`src/rtl/oven_bake_controller_if.sv`:
```
// Oven controller bundle: operator inputs, temperature sense and
// the registered outputs that go to the heater and the display.
interface oven_bake_controller_if;
  logic        power;
  logic        btn_up;
  logic        btn_down;
  logic        btn_mode;
  logic        btn_start;
  logic        tick;
  logic [10:0] cur_temp;
  logic        heater_on;
  logic [10:0] target_temp;
  logic [16:0] time_left;
  logic [2:0]  state;
  logic        done_beep;

  modport master (
    output power, btn_up, btn_down,
    output btn_mode, btn_start, tick,
    output cur_temp,
    input  heater_on, target_temp,
    input  time_left, state, done_beep
  );

  modport slave (
    input  power, btn_up, btn_down,
    input  btn_mode, btn_start, tick,
    input  cur_temp,
    output heater_on, target_temp,
    output time_left, state, done_beep
  );
endinterface

```
`src/rtl/oven_bake_controller.sv`:
```
// Oven sequencer: temperature/time entry, preheat, bake with
// hysteresis heater control, and a timed done beep.
module oven_bake_controller #(
  parameter int TEMP_DEFAULT = 350,
  parameter int TEMP_MIN     = 170,
  parameter int TEMP_MAX     = 550,
  parameter int TEMP_STEP    = 5,
  parameter int TIME_STEP    = 30,
  parameter int TIME_MAX     = 5999,
  parameter int HYST         = 5,
  parameter int DONE_SECS    = 10
) (
  input logic                  clk,
  input logic                  rst,
  oven_bake_controller_if.slave bus
);

  localparam int CW = $clog2(DONE_SECS + 1);

  localparam logic [10:0] T_DEF  = 11'(TEMP_DEFAULT);
  localparam logic [10:0] T_MIN  = 11'(TEMP_MIN);
  localparam logic [10:0] T_MAX  = 11'(TEMP_MAX);
  localparam logic [10:0] T_STEP = 11'(TEMP_STEP);
  localparam logic [10:0] T_HYST = 11'(HYST);
  localparam logic [16:0] S_STEP = 17'(TIME_STEP);
  localparam logic [16:0] S_MAX  = 17'(TIME_MAX);
  localparam logic [CW-1:0] C_END = CW'(DONE_SECS - 1);

  typedef enum logic [2:0] {
    OFF      = 3'd0,
    SET_TEMP = 3'd1,
    SET_TIME = 3'd2,
    PREHEAT  = 3'd3,
    BAKE     = 3'd4,
    DONE     = 3'd5
  } st_t;

  logic [2:0]    st_q, st_n;
  logic          heat_q, heat_n;
  logic [10:0]   tgt_q, tgt_n;
  logic [16:0]   tl_q, tl_n;
  logic          beep_q, beep_n;
  logic [CW-1:0] cnt_q, cnt_n;

  logic up, dn, any_btn;

  assign up = bus.btn_up & ~bus.btn_down;
  assign dn = bus.btn_down & ~bus.btn_up;
  assign any_btn = bus.btn_up | bus.btn_down
                 | bus.btn_mode | bus.btn_start;

  always_comb begin
    st_n   = st_q;
    heat_n = heat_q;
    tgt_n  = tgt_q;
    tl_n   = tl_q;
    cnt_n  = cnt_q;
    if (!bus.power) begin
      st_n   = OFF;
      heat_n = 1'b0;
      tl_n   = '0;
    end else begin
      case (st_q)
        OFF: begin
          st_n   = SET_TEMP;
          heat_n = 1'b0;
        end
        SET_TEMP, SET_TIME: begin
          heat_n = 1'b0;
          unique case (1'b1)
            bus.btn_start: begin
              if (tl_q != '0) st_n = PREHEAT;
            end
            bus.btn_mode: begin
              st_n = (st_q == SET_TEMP) ? SET_TIME
                                        : SET_TEMP;
            end
            up: begin
              if (st_q == SET_TEMP)
                tgt_n = (tgt_q + T_STEP > T_MAX)
                      ? T_MAX : tgt_q + T_STEP;
              else
                tl_n = (tl_q + S_STEP > S_MAX)
                     ? S_MAX : tl_q + S_STEP;
            end
            dn: begin
              if (st_q == SET_TEMP)
                tgt_n = (tgt_q < T_MIN + T_STEP)
                      ? T_MIN : tgt_q - T_STEP;
              else
                tl_n = (tl_q < S_STEP)
                     ? '0 : tl_q - S_STEP;
            end
            default: ;
          endcase
        end
        PREHEAT: begin
          if (bus.btn_start) begin
            st_n   = SET_TEMP;
            heat_n = 1'b0;
          end else if (bus.cur_temp >= tgt_q) begin
            st_n   = BAKE;
            heat_n = 1'b0;
          end else begin
            heat_n = 1'b1;
          end
        end
        BAKE: begin
          if (bus.btn_start) begin
            st_n   = SET_TEMP;
            heat_n = 1'b0;
          end else begin
            if (bus.cur_temp >= tgt_q)
              heat_n = 1'b0;
            else if (bus.cur_temp < tgt_q - T_HYST)
              heat_n = 1'b1;
            if (bus.tick && tl_q != '0) begin
              tl_n = tl_q - 17'd1;
              if (tl_q == 17'd1) begin
                st_n   = DONE;
                heat_n = 1'b0;
                cnt_n  = '0;
              end
            end
          end
        end
        DONE: begin
          heat_n = 1'b0;
          if (any_btn) begin
            st_n = SET_TEMP;
          end else if (bus.tick) begin
            if (cnt_q == C_END) begin
              st_n  = SET_TEMP;
              cnt_n = '0;
            end else begin
              cnt_n = cnt_q + CW'(1);
            end
          end
        end
        default: begin
          st_n   = OFF;
          heat_n = 1'b0;
        end
      endcase
    end
    beep_n = (st_n == DONE);
  end

  always_ff @(posedge clk) begin
    if (rst) begin
      st_q   <= OFF;
      heat_q <= 1'b0;
      tgt_q  <= T_DEF;
      tl_q   <= '0;
      beep_q <= 1'b0;
      cnt_q  <= '0;
    end else begin
      st_q   <= st_n;
      heat_q <= heat_n;
      tgt_q  <= tgt_n;
      tl_q   <= tl_n;
      beep_q <= beep_n;
      cnt_q  <= cnt_n;
    end
  end

  assign bus.state       = st_q;
  assign bus.heater_on   = heat_q;
  assign bus.target_temp = tgt_q;
  assign bus.time_left   = tl_q;
  assign bus.done_beep   = beep_q;

endmodule

```
`src/flat_wrapper.sv`:
```
// flat-port wrapper written by rule: the top's interface ports become plain ports
module oven_bake_controller_flat 
#(
  parameter int TEMP_DEFAULT = 350,
  parameter int TEMP_MIN     = 170,
  parameter int TEMP_MAX     = 550,
  parameter int TEMP_STEP    = 5,
  parameter int TIME_STEP    = 30,
  parameter int TIME_MAX     = 5999,
  parameter int HYST         = 5,
  parameter int DONE_SECS    = 10
)
  (clk, rst, bus_power, bus_btn_up, bus_btn_down, bus_btn_mode, bus_btn_start, bus_tick, bus_cur_temp, bus_heater_on, bus_target_temp, bus_time_left, bus_state, bus_done_beep);
  oven_bake_controller_if bus_i ();
  input logic clk;
  input logic rst;
  input wire logic [$bits(bus_i.power)-1:0] bus_power;
  input wire logic [$bits(bus_i.btn_up)-1:0] bus_btn_up;
  input wire logic [$bits(bus_i.btn_down)-1:0] bus_btn_down;
  input wire logic [$bits(bus_i.btn_mode)-1:0] bus_btn_mode;
  input wire logic [$bits(bus_i.btn_start)-1:0] bus_btn_start;
  input wire logic [$bits(bus_i.tick)-1:0] bus_tick;
  input wire logic [$bits(bus_i.cur_temp)-1:0] bus_cur_temp;
  output wire logic [$bits(bus_i.heater_on)-1:0] bus_heater_on;
  output wire logic [$bits(bus_i.target_temp)-1:0] bus_target_temp;
  output wire logic [$bits(bus_i.time_left)-1:0] bus_time_left;
  output wire logic [$bits(bus_i.state)-1:0] bus_state;
  output wire logic [$bits(bus_i.done_beep)-1:0] bus_done_beep;
  assign bus_i.power = bus_power;
  assign bus_i.btn_up = bus_btn_up;
  assign bus_i.btn_down = bus_btn_down;
  assign bus_i.btn_mode = bus_btn_mode;
  assign bus_i.btn_start = bus_btn_start;
  assign bus_i.tick = bus_tick;
  assign bus_i.cur_temp = bus_cur_temp;
  assign bus_heater_on = bus_i.heater_on;
  assign bus_target_temp = bus_i.target_temp;
  assign bus_time_left = bus_i.time_left;
  assign bus_state = bus_i.state;
  assign bus_done_beep = bus_i.done_beep;
  oven_bake_controller #(.TEMP_DEFAULT(TEMP_DEFAULT), .TEMP_MIN(TEMP_MIN), .TEMP_MAX(TEMP_MAX), .TEMP_STEP(TEMP_STEP), .TIME_STEP(TIME_STEP), .TIME_MAX(TIME_MAX), .HYST(HYST), .DONE_SECS(DONE_SECS)) u_core (.clk(clk), .rst(rst), .bus(bus_i));
endmodule
```
`config.mk`:
```
export PLATFORM = sky130hd
export DESIGN_NAME = oven_bake_controller_flat
export DESIGN_NICKNAME = d
export VERILOG_FILES = /design/src/rtl/oven_bake_controller_if.sv /design/src/rtl/oven_bake_controller.sv /design/src/flat_wrapper.sv
export SDC_FILE = /design/constraint.sdc
export NUM_CORES = 1
export LEC_CHECK = 0
export BUFFER_PORTS_ARGS = -buffer_cell sky130_fd_sc_hd__buf_2
export CORE_MARGIN = 2
export CORE_UTILIZATION = 60
export CTS_BUF_LIST = sky130_fd_sc_hd__clkbuf_4
export CTS_CLUSTER_SIZE = 20
export DETAILED_ROUTE_END_ITERATION = 8
export PLACE_DENSITY = 0.82
export SLEW_MARGIN = 20
export SYNTH_ARGS = -nofsm -noshare
export SYNTH_HDL_FRONTEND = slang
export SYNTH_SLANG_ARGS = --single-unit
```
`constraint.sdc`:
```
create_clock -name clk -period 3 [get_ports clk]
set_input_delay 0 -clock clk [delete_from_list [all_inputs] [get_ports clk]]
set_output_delay 0 -clock clk [all_outputs]
set_load 0.005 [all_outputs]
```
==> impl_metrics.json <==
{
  "status": "finished, final reports clean",
  "power_density_nw_per_um2": 257,
  "vias": 4793,
  "initial_utilization": 0.627,
  "regArea_sq_um": 741,
  "worst_pin_slew_ps": 874,
  "clk_latency_ps": 360,
  "die_area_sq_um": 7870,
  "layout.nets": 678,
  "post-route-period-util": 0.906,
  "drt_iter0_drc": 343,
  "synth_seq_area_share": 0.172,
  "async_flop_share": 0,
  "yosysTopAreaCell": "dfxtp_1",
  "min_path_cells": 2,
  "synthCells": 582,
  "pwr-share-comb": 0.336,
  "avgSynthCellArea_sq_um": 7.40,
  "p_sw_frac": 0.378,
  "yosysUniqueCellTypes": 85,
  "drv_cap": 0,
  "syn_nets": 637,
  "slew_viol_final": 0,
  "fin_tns_setup_ps": 0,
  "startpoint_type": "flip-flop",
  "reg2regPathDepth": 7,
  "num-fill-cells": 605,
  "rr_startpoint": "u_core.bus.time_left[8]",
  "setup_viol": 0,
  "final_common_cell": "buf_2",
  "rrSetupSlack_ps": 280,
  "hold_slack_ps": 4.53,
  "ioPinCount": 52,
  "dp_hpwl_mm": 10.0,
  "drt-total-wl_mm": 13.3,
  "clock_sinks": 37,
  "grt_max_degree": 32,
  "setup.worst_path.class": "flip-flop to flip-flop",
  "leakage_nw": 1.94,
  "ys_ff_latch": 37,
  "synth-main-ff-cell": "dfxtp_1",
  "vias_per_cell": 6.67,
  "hp-start": "rst",
  "clock-root-buffer": "clkbuf_4",
  "ant_nets": 0,
  "seqPwrFrac": 0.435,
  "syn_area_sq_um": 4310,
  "power.share.clock": 0.229,
  "antenna_found_initial": 0,
  "gp_congestion": 0.988,
  "htree_levels": 2,
  "clock_skew_ps": 18.4,
  "crit_required_ps": 3260,
  "yosys_warnings": 0,
  "p_int_mw": 0.756,
  "yosysTopAreaCellShare": 0.172,
  "min_period_ps": 2720,
  "hold_viol_final": 0,
  "die_h_um": 88.7,
  "die_width_um": 88.7,
  "ir_drop_mv": 0.165,
  "critPathArrivalTime_ps": 2980,
  "multi_input_area_sq_um": 3270,
  "max_stage_delay_ps": 690,
  "layout_common_cells": "51 x buf_2, 50 x a21oi_1, 48 x nand2_1",
  "worst_hold_path.endpoint": "u_core.bus.target_temp[10]",
  "rows": 30,
  "synth_edf_count": 0,
  "portBuffers": 51,
  "drt-pass1-iter-count": 5,
  "clock_path_buffers": 2,
  "wl_per_cell_um": 18.5,
  "crit_slowest_cell": "dfxtp_1",
  "synthTopCellsByArea": "dfxtp_1 17%, ha_1 10%, a21oi_1 5.8%",
  "area_growth_pct": 9.91,
  "cts_tree": "done",
  "diodes": 0,
  "grt-ovfl-total": 0,
  "path_clk_slew_ps": 130,
  "drc": 0,
  "fmax_mhz": 368,
  "r2r_end": "u_core.bus.time_left[8]",
  "layout-drive-gt1-share": 0.186,
  "grt_pass1_wl_mm": 21.3,
  "p_sw_mw": 0.460,
  "maxSlewHeadroom": 0.416,
  "core_sq_um": 6870,
  "cts_buffers": 5,
  "rsz0062_at_grt": "false",
  "grt_pass1_vias": 4448,
  "grt_use_total": 0.343,
  "end_kind": "flip-flop",
  "path_max_fanout": 14,
  "path_cells": "nand4_1, or4b_4, xnor2_2, a21oi_2, a211oi_4, nor2_2, a2111oi_2",
  "hold_path_class": "primary input to flip-flop"
}
[how the worst max path moves through the flow]
stage	start	end	slack [ps]	cells past startpoint
finish	u_core.bus.time_left[8]	u_core.bus.time_left[8]	280	7
global route	u_core.bus.target_temp[1]	u_core.bus.target_temp[1]	50	8
floorplan	u_core.bus.target_temp[0]	u_core.bus.heater_on	350	13
detailed placement	u_core.bus.target_temp[1]	u_core.bus.target_temp[1]	370	8
CTS	u_core.bus.time_left[3]	u_core.bus.time_left[3]	320	7
global placement	u_core.bus.time_left[3]	u_core.bus.time_left[3]	430	7
[power by group through the flow]
stage                     logic [mW]  clock network, mW  registers, mW
after global routing           0.448              0.292          0.532
after detailed placement       0.394                  0          0.539
after floorplan                0.289                  0          0.523
final                          0.408              0.279          0.529
after CTS                      0.398              0.278          0.528
after global placement         0.386                  0          0.538
[synthesized netlist by cell type (5+ instances only)]
master / count
nand4_1: 6
nand3_1: 15
or3_1: 7
nand3b_1: 6
o21a_1: 9
o2111ai_1: 6
xor2_1: 7
a21o_1: 5
nor2b_1: 12
a211oi_1: 8
nor3_1: 28
o22ai_1: 6
o211ai_1: 7
clkbuf_1: 26
xnor2_1: 12
a21oi_1: 50
dfxtp_1: 37
ha_1: 36
buf_2: 10
nor4_1: 12
inv_1: 26
and2_1: 5
o21ai_0: 38
a41oi_1: 5
nor2_1: 36
nand2b_1: 6
and3_1: 5
a31oi_1: 12
nand2_1: 48
[state kept, by name (all words and copies together) (netlist names)]
register	flops
u_core.cnt_q	4
u_core.bus.target_temp	11
u_core.bus.state	3
u_core.bus.time_left	17
u_core.bus.done_beep	1
u_core.bus.heater_on	1
[critical path: cells and delay by family, from the launching register on]
| family | cells | cell delay [ps] |
|---|---|---|
| simple gates | 3 | 1020 |
| compound gates | 3 | 740 |
| flops | 1 | 690 |
| xor+xnor | 1 | 180 |
[per-layer routing]
layer  vias to the layer above  global-route usage  routed length [um]
met4                         0               0.174                 694
li1                       2264                   -                   -
met3                        64              0.0466                 993
met1                      2204               0.417                5310
met2                       261               0.589                6280
met5                         -                   0                   0
[logic make-up after synthesis]
family / share of synthesized area
xor gates and xnor gates: 0.0424
buffers and inverters: 0.0709
muxes: 0.0119
DFF: 0.172
adders and majority gates: 0.105
AOI/OAI and AO/OA: 0.328
and+or+nand+nor: 0.270
[area by class of cell]
type                    count  share of cell area
clock buffers               6             0.00952
clock inverters             1            0.000793
inverters                  27              0.0214
multi-input cells         475               0.690
flip-flops and latches     37               0.157
well taps                  96              0.0254
repair buffers             77              0.0962
[through the flow]
step,instance area [sq um],setup WS (ps),instances,power (mW),utilization
floorplan,4310,354,582,0.812,-
global placement,4660,430,710,0.925,0.678
detailed placement,4660,371,710,0.934,0.678
CTS,4730,320,719,1.20,0.688
global route,4730,45.4,719,1.27,0.689
finish,4730,282,719,1.22,0.689
[repair_timing]
action | 4_1_cts | 5_1_grt
resized for setup | 0 | 1
hold buffers | 2 | 0
endpoints found under the hold margin | 1 | 0
setup buffers | 0 | 0
setup endpoints to repair | 0 | 1
Note: power is estimated with default switching activity, not from simulation.
